`src/rtl/mux4_serializer_pkg.sv`:
```
// Shared types and constants for the 4-bit serializer and its select mux.
package mux4_serializer_pkg;

  localparam int unsigned SEL_W = 2;

  typedef enum logic [0:0] {
    IDLE,
    SHIFT
  } state_e;

  // Dwell counter width: max(1, clog2(dwell)).
  function automatic int unsigned cnt_width(input int unsigned dwell);
    return (dwell <= 2) ? 1 : $clog2(dwell);
  endfunction

endpackage

```
`src/rtl/mux4_serializer_mux4_1.sv`:
```
// Combinational 4:1 bit mux; {s1,s0} selects i0..i3.
module mux4_1 (
  input  logic i0,
  input  logic i1,
  input  logic i2,
  input  logic i3,
  input  logic s0,
  input  logic s1,
  output logic out
);

  always_comb begin
    out = 1'b0;
    unique case ({s1, s0})
      2'd0: out = i0;
      2'd1: out = i1;
      2'd2: out = i2;
      2'd3: out = i3;
    endcase
  end

endmodule

```
`src/rtl/mux4_serializer.sv`:
```
// Captures a 4-bit word on a ready/valid handshake and shifts it out one bit per
// DWELL accepted beats, driving the select of a 4:1 mux from a shadow register.
module mux4_serializer
  import mux4_serializer_pkg::*;
#(
  parameter int unsigned DWELL     = 1,
  parameter bit          MSB_FIRST = 1'b0
) (
  input  logic clk,
  input  logic rst_n,
  input  logic i0,
  input  logic i1,
  input  logic i2,
  input  logic i3,
  input  logic in_valid,
  output logic in_ready,
  output logic out,
  output logic s0,
  output logic s1,
  output logic out_valid,
  input  logic out_ready,
  output logic last,
  output logic busy
);

  localparam int unsigned      CntW     = cnt_width(DWELL);
  localparam logic [CntW-1:0]  CntMax   = CntW'(DWELL - 1);
  localparam logic [SEL_W-1:0] SelFirst = MSB_FIRST ? 2'd3 : 2'd0;
  localparam logic [SEL_W-1:0] SelFinal = MSB_FIRST ? 2'd0 : 2'd3;
  // Adding 3 in a 2-bit field is a decrement.
  localparam logic [SEL_W-1:0] SelStep  = MSB_FIRST ? 2'd3 : 2'd1;

  state_e           state_q;
  logic [3:0]       shadow_q;
  logic [SEL_W-1:0] sel_q;
  logic [CntW-1:0]  cnt_q;

  logic shifting;
  logic dwell_done;
  logic beat;
  logic in_hs;
  logic mux_out;

  assign shifting   = (state_q == SHIFT);
  assign dwell_done = (cnt_q == CntMax);
  assign beat       = shifting && out_ready;
  assign last       = shifting && (sel_q == SelFinal) && dwell_done;
  // The last beat frees the shadow register, so a new word may land in the same cycle.
  assign in_ready   = !shifting || (last && out_ready);
  assign in_hs      = in_valid && in_ready;

  always_ff @(posedge clk or negedge rst_n) begin
    if (!rst_n) begin
      state_q  <= IDLE;
      shadow_q <= '0;
      sel_q    <= '0;
      cnt_q    <= '0;
    end else if (in_hs) begin
      state_q  <= SHIFT;
      shadow_q <= {i3, i2, i1, i0};
      sel_q    <= SelFirst;
      cnt_q    <= '0;
    end else if (beat) begin
      if (!dwell_done) begin
        cnt_q <= cnt_q + CntW'(1);
      end else if (last) begin
        state_q <= IDLE;
        sel_q   <= '0;
        cnt_q   <= '0;
      end else begin
        sel_q <= sel_q + SelStep;
        cnt_q <= '0;
      end
    end
  end

  mux4_1 u_mux (
    .i0  (shadow_q[0]),
    .i1  (shadow_q[1]),
    .i2  (shadow_q[2]),
    .i3  (shadow_q[3]),
    .s0  (sel_q[0]),
    .s1  (sel_q[1]),
    .out (mux_out)
  );

  assign out       = shifting && mux_out;
  assign s0        = sel_q[0];
  assign s1        = sel_q[1];
  assign out_valid = shifting;
  assign busy      = shifting;

endmodule

```
`config.mk`:
```
export PLATFORM = sky130hd
export DESIGN_NAME = mux4_serializer
export DESIGN_NICKNAME = d
export VERILOG_FILES = /design/src/rtl/mux4_serializer_pkg.sv /design/src/rtl/mux4_serializer_mux4_1.sv /design/src/rtl/mux4_serializer.sv
export SDC_FILE = /design/constraint.sdc
export NUM_CORES = 1
export LEC_CHECK = 0
export BUFFER_PORTS_ARGS = -buffer_cell sky130_fd_sc_hd__buf_4
export CAP_MARGIN = 20
export CORE_AREA = 2 2 39 41
export DETAILED_ROUTE_END_ITERATION = 6
export DIE_AREA = 0 0 41 43
export PLACE_DENSITY_LB_ADDON = 0.25
export SLEW_MARGIN = 30
export SYNTH_ARGS = -nofsm -noshare
export SYNTH_HDL_FRONTEND = slang
export SYNTH_HIERARCHICAL = 1
export SYNTH_SLANG_ARGS = --single-unit
```
`constraint.sdc`:
```
create_clock -name clk -period 4.24 [get_ports clk]
set_input_delay 0.848 -clock clk [delete_from_list [all_inputs] [get_ports clk]]
set_output_delay 0.848 -clock clk [all_outputs]
set_load 0.03 [all_outputs]
```
### Word level (Yosys, flattened, before mapping)

Cells that the tools add are included.

| cells by class | value |
|---|---|
| equality and inequality tests | 4 |
| muxes and demuxes | 12 |
| add/sub/neg operators | 2 |
| bitwise gates (word level) | 1 |
| reductions and logical operators | 13 |

Operators by type and width:

| cell | number |
|---|---|
| $mux W2 | 4 |
| $mux W1 | 7 |
| $logic_and A1 B1 Y1 | 6 |
| $eq A2 B2 Y1 const B | 2 |
| $pmux W1 S4 | 1 |
| $reduce_bool A2 Y1 | 2 |
| $reduce_and A3 Y1 | 1 |
| $add A2 B1 Y2 const B | 1 |
| $eq A2 B1 Y1 const B | 1 |
| $logic_not A2 Y1 | 1 |
| $ne A2 B1 Y1 const B | 1 |
| $reduce_and A2 Y1 | 1 |
| $add A1 B1 Y1 const B | 1 |
| $logic_not A1 Y1 | 1 |
| $logic_or A1 B1 Y1 | 1 |
| $not A1 Y1 | 1 |

| storage, ports and cells | value |
|---|---|
| output and inout port bits | 7 |
| bits of input ports | 8 |
| register bits | 8 |
| logic and storage cells | 36 |

### Depth between registers and ports, before layout

| depth | value |
|---|---|
| depth in word-level cells | 8 |
| depth in mapped cells | 4 |
| depth with buffers taken out | 4 |

### By module

Netlist, hierarchy kept.

By module, submodules not included:

| module | times used | cells each | sequential area each (µm²) | area each (µm²) |
|---|---|---|---|---|
| mux4_serializer | 1 | 28 | 175.2 | 357.8 |
| mux4_1 | 1 | 1 | 0.0 | 22.5 |

### Worst setup path before layout

No wires, ideal clock.

| timing | value |
|---|---|
| path type | reg-to-output |
| start | register sel_q[0] |
| end | output port out |
| required time | 3.392 ns |
| cell stages (with the launch flop) | 3 |
| arrival | 1.363 ns |
| path buffers | 0 |
| slack | 2.029 ns |
| cell sequence | dfrtp_1 > mux4_2 > and2_2 |

| between the ends | value |
|---|---|
| cells in the longest elaborated chain, start to end | 3 |
| elaborated cells between the ends (all ways) | 6 |
| those cells by class | eq/ne (3); mux (1); reduce/logical (2) |

RTL lines:

| what | RTL line | RTL |
|---|---|---|
| from (decl) | mux4_serializer.sv:35 | `logic [SEL_W-1:0] sel_q;` |
| from (signal assigned) | mux4_serializer.sv:61 | `sel_q <= SelFirst;` |
| from (signal assigned) | mux4_serializer.sv:71 | `sel_q <= sel_q + SelStep;` |
| $eq A2 B2 Y1, or another cell as far along | mux4_serializer_mux4_1.sv:14 | `unique case ({s1, s0})` |
| $pmux W1 S4 * | mux4_serializer_mux4_1.sv:14 |  |
| net mux_out | mux4_serializer.sv:42 | `logic mux_out;` |
| $logic_and A1 B1 Y1 * | mux4_serializer.sv:87 | `assign out = shifting && mux_out;` |
| to (decl) | mux4_serializer.sv:17 | `output logic out,` |

The timed path passes the listed nets; every way through them passes the cells marked *.

### Final worst setup path

Ends and elaborated chain as after synthesis.

==> results.json <==
{
  "insertion_delay_ps": 240,
  "period_needed_ps": 2410,
  "tightestPinTransition_ps": 268,
  "multi_input_area_um2": 194,
  "io_pins": 15,
  "dr.pass1.iters": 4,
  "startpoint": "sel_q[0]$_DFFE_PN0P_",
  "power_density_nw_per_um2": 788,
  "slew_violations": 0,
  "gp_congestion": 0.670,
  "synth_area_um2": 380,
  "grt_setup_unrepaired": "no",
  "grt_antenna_before_repair": 0,
  "yosys_register_bits": 7,
  "crit_path_start_kind": "flop",
  "switching_share_pct": 39.1,
  "crit_required_ps": 3390,
  "numClockSinks": 7,
  "top_layer": "met4",
  "clockPowerShare_pct": 13.9,
  "vias": 276,
  "drive_above_1_share_pct": 56.5,
  "peakVddDrop_uv": 282,
  "pwr-share-comb_pct": 54.9,
  "start_util_pct": 27.5,
  "finalHoldViolCount": 0,
  "wl_met1_um": 299,
  "path_clk_slew_ps": 50,
  "n_fill_cell": 145,
  "leakage_nw": 0.264,
  "place_area_um2": 498,
  "ant_nets": 0,
  "via_per_inst": 4.45,
  "dp_hpwl_um": 549,
  "avgSynthCellArea_um2": 13.1,
  "drcViolationCount": 0,
  "grt.overflow.total": 0,
  "cts_root_buf": "clkbuf_4",
  "drt_wl_total_um": 685,
  "stdcell_count": 62,
  "run_status": "finished clean",
  "areaGrowthSynthToFinish_pct": 37.8,
  "htreeDepth": 1,
  "diodes": 0,
  "drv_cap": 0,
  "final_cell_mix": "buf_4, dfrtp_1, mux2_4, clkbuf_4",
  "clock.fmax_mhz": 414,
  "die_w_um": 41,
  "r2r_start": "sel_q[0]$_DFFE_PN0P_",
  "grt_max_degree": 10,
  "cp-end-kind": "output pin",
  "grt_pass1_wl_um": 1210,
  "die_y_um": 43,
  "seq_area_um2": 175,
  "io_buffers": 14,
  "cts-buffers-inserted": 3,
  "nets": 56,
  "fin_setup_tns_ps": 0,
  "critical_path.max_fanout": 6,
  "drt-initial-drc-count": 1,
  "ctsHoldBuffers": 0,
  "p_switching_mw": 0.161,
  "clk_path_buf_depth": 2,
  "synth_nets": 38,
  "mostFrequentLayoutCell": "buf_4",
  "path_class": "reg -> out",
  "wl_met3_um": 77,
  "seq_area_frac_synth_pct": 46.1,
  "gr-usage-all-layers_pct": 10.8,
  "rr_worst_depth": 4,
  "hp-class": "in -> async",
  "p_seq_share_pct": 31.1,
  "dp_cells": 58,
  "grt_pass1_vias": 272,
  "fp-row-count": 14,
  "max_slew_margin_pct": 82.1,
  "cts_resized": 0,
  "ys_warn_count": 6,
  "wire_per_inst_um": 11.0,
  "worstPathArrival_ps": 1560,
  "die_area_um2": 1760,
  "skew_ps": 0.356,
  "fin_crit_sh_pct": 56.9,
  "synth_cells": 29,
  "synth_cell_types": 15,
  "met2_length_um": 302,
  "setup-violations-final": 0,
  "postCtsSetupBuffers": 0,
  "core-area_um2": 1380,
  "internal-power_mw": 0.252,
  "final_cell_area_um2": 524,
  "tritoncts": "done"
}
==> power groups by stage <==
stage          combinational, mW  clock [mW]  sequential [mW]
2_1_floorplan              0.146           0            0.144
4_1_cts                    0.230      0.0615            0.130
5_1_grt                    0.242      0.0660            0.135
3_5_place_dp               0.229           0            0.130
6_report                   0.227      0.0576            0.129
3_3_place_gp               0.225           0            0.128
==> flip-flops by register name (all words and copies together), names as in the netlist <==
signal    count
sel_q         2
busy          1
shadow_q      4
==> synthesized netlist by cell type, drive strengths merged <==
cell type	instances	share of area (%)
and2	2	3.9
buf	1	2.0
a21oi	2	2.6
nand2b	2	3.3
a31oi	2	3.3
mux4	1	5.9
inv	1	0.99
or3b	1	2.3
dfrtp	7	46
a21bo	1	4.3
mux2	4	16
nand3	1	1.3
nand2	3	4.9
ha	1	3.3
==> metal layers <==
layer	up-vias	track usage, %
met1	122	13.4
met5	-	0
li1	139	-
met4	0	8.00
met3	2	6.28
met2	13	13.1
==> path summary, 6_finish.rpt <==
path | slack [ps] | endpoint
setup / recovery | 1830 | out
hold / removal | 400 | shadow_q[0]$_DFFE_PN0N_
setup reg to reg | 2750 | shadow_q[3]$_DFFE_PN0N_
hold reg to reg | 510 | shadow_q[2]$_DFFE_PN0N_
max in group asynchronous | 3720 | shadow_q[2]$_DFFE_PN0N_
min in group clk | 510 | shadow_q[2]$_DFFE_PN0N_
==> cell type report <==
cell class	count	area share [%]
flip-flops and latches	7	33.4
multi-input cells	20	37.0
well taps	16	3.82
repair buffers	14	20.0
inverters	1	0.716
clock buffers	4	5.01
==> per-stage QoR <==
stage	worst slack [ps]	power, mW	hold WS (ps)	utilization, %
2_1_floorplan	2030	0.290	476	-
3_3_place_gp	2030	0.353	495	36.0
3_5_place_dp	2020	0.359	494	36.0
4_1_cts	1800	0.421	396	37.9
5_1_grt	1750	0.443	392	37.9
6_report	1830	0.413	405	37.9
==> logic make-up (layout without fill, tap and decap cells) <==
kind of cell / after synthesis / count (layout) / share of synthesized area, %
adders and majority gates: 1 / 1 / 3.29
AOI/OAI and AO/OA: 5 / 5 / 10.2
buffers and inverters: 2 / 19 / 2.96
and+or+nand+nor: 9 / 9 / 15.8
muxes: 5 / 5 / 21.7
DFF: 7 / 7 / 46.1
==> worst max-delay path, cell delays in order, from the launching register on <==
cell and delay [ps]:
dfrtp_1 450, mux4_2 510, and2_2 190, buf_4 160
Power figures use the tool's default switching activity.
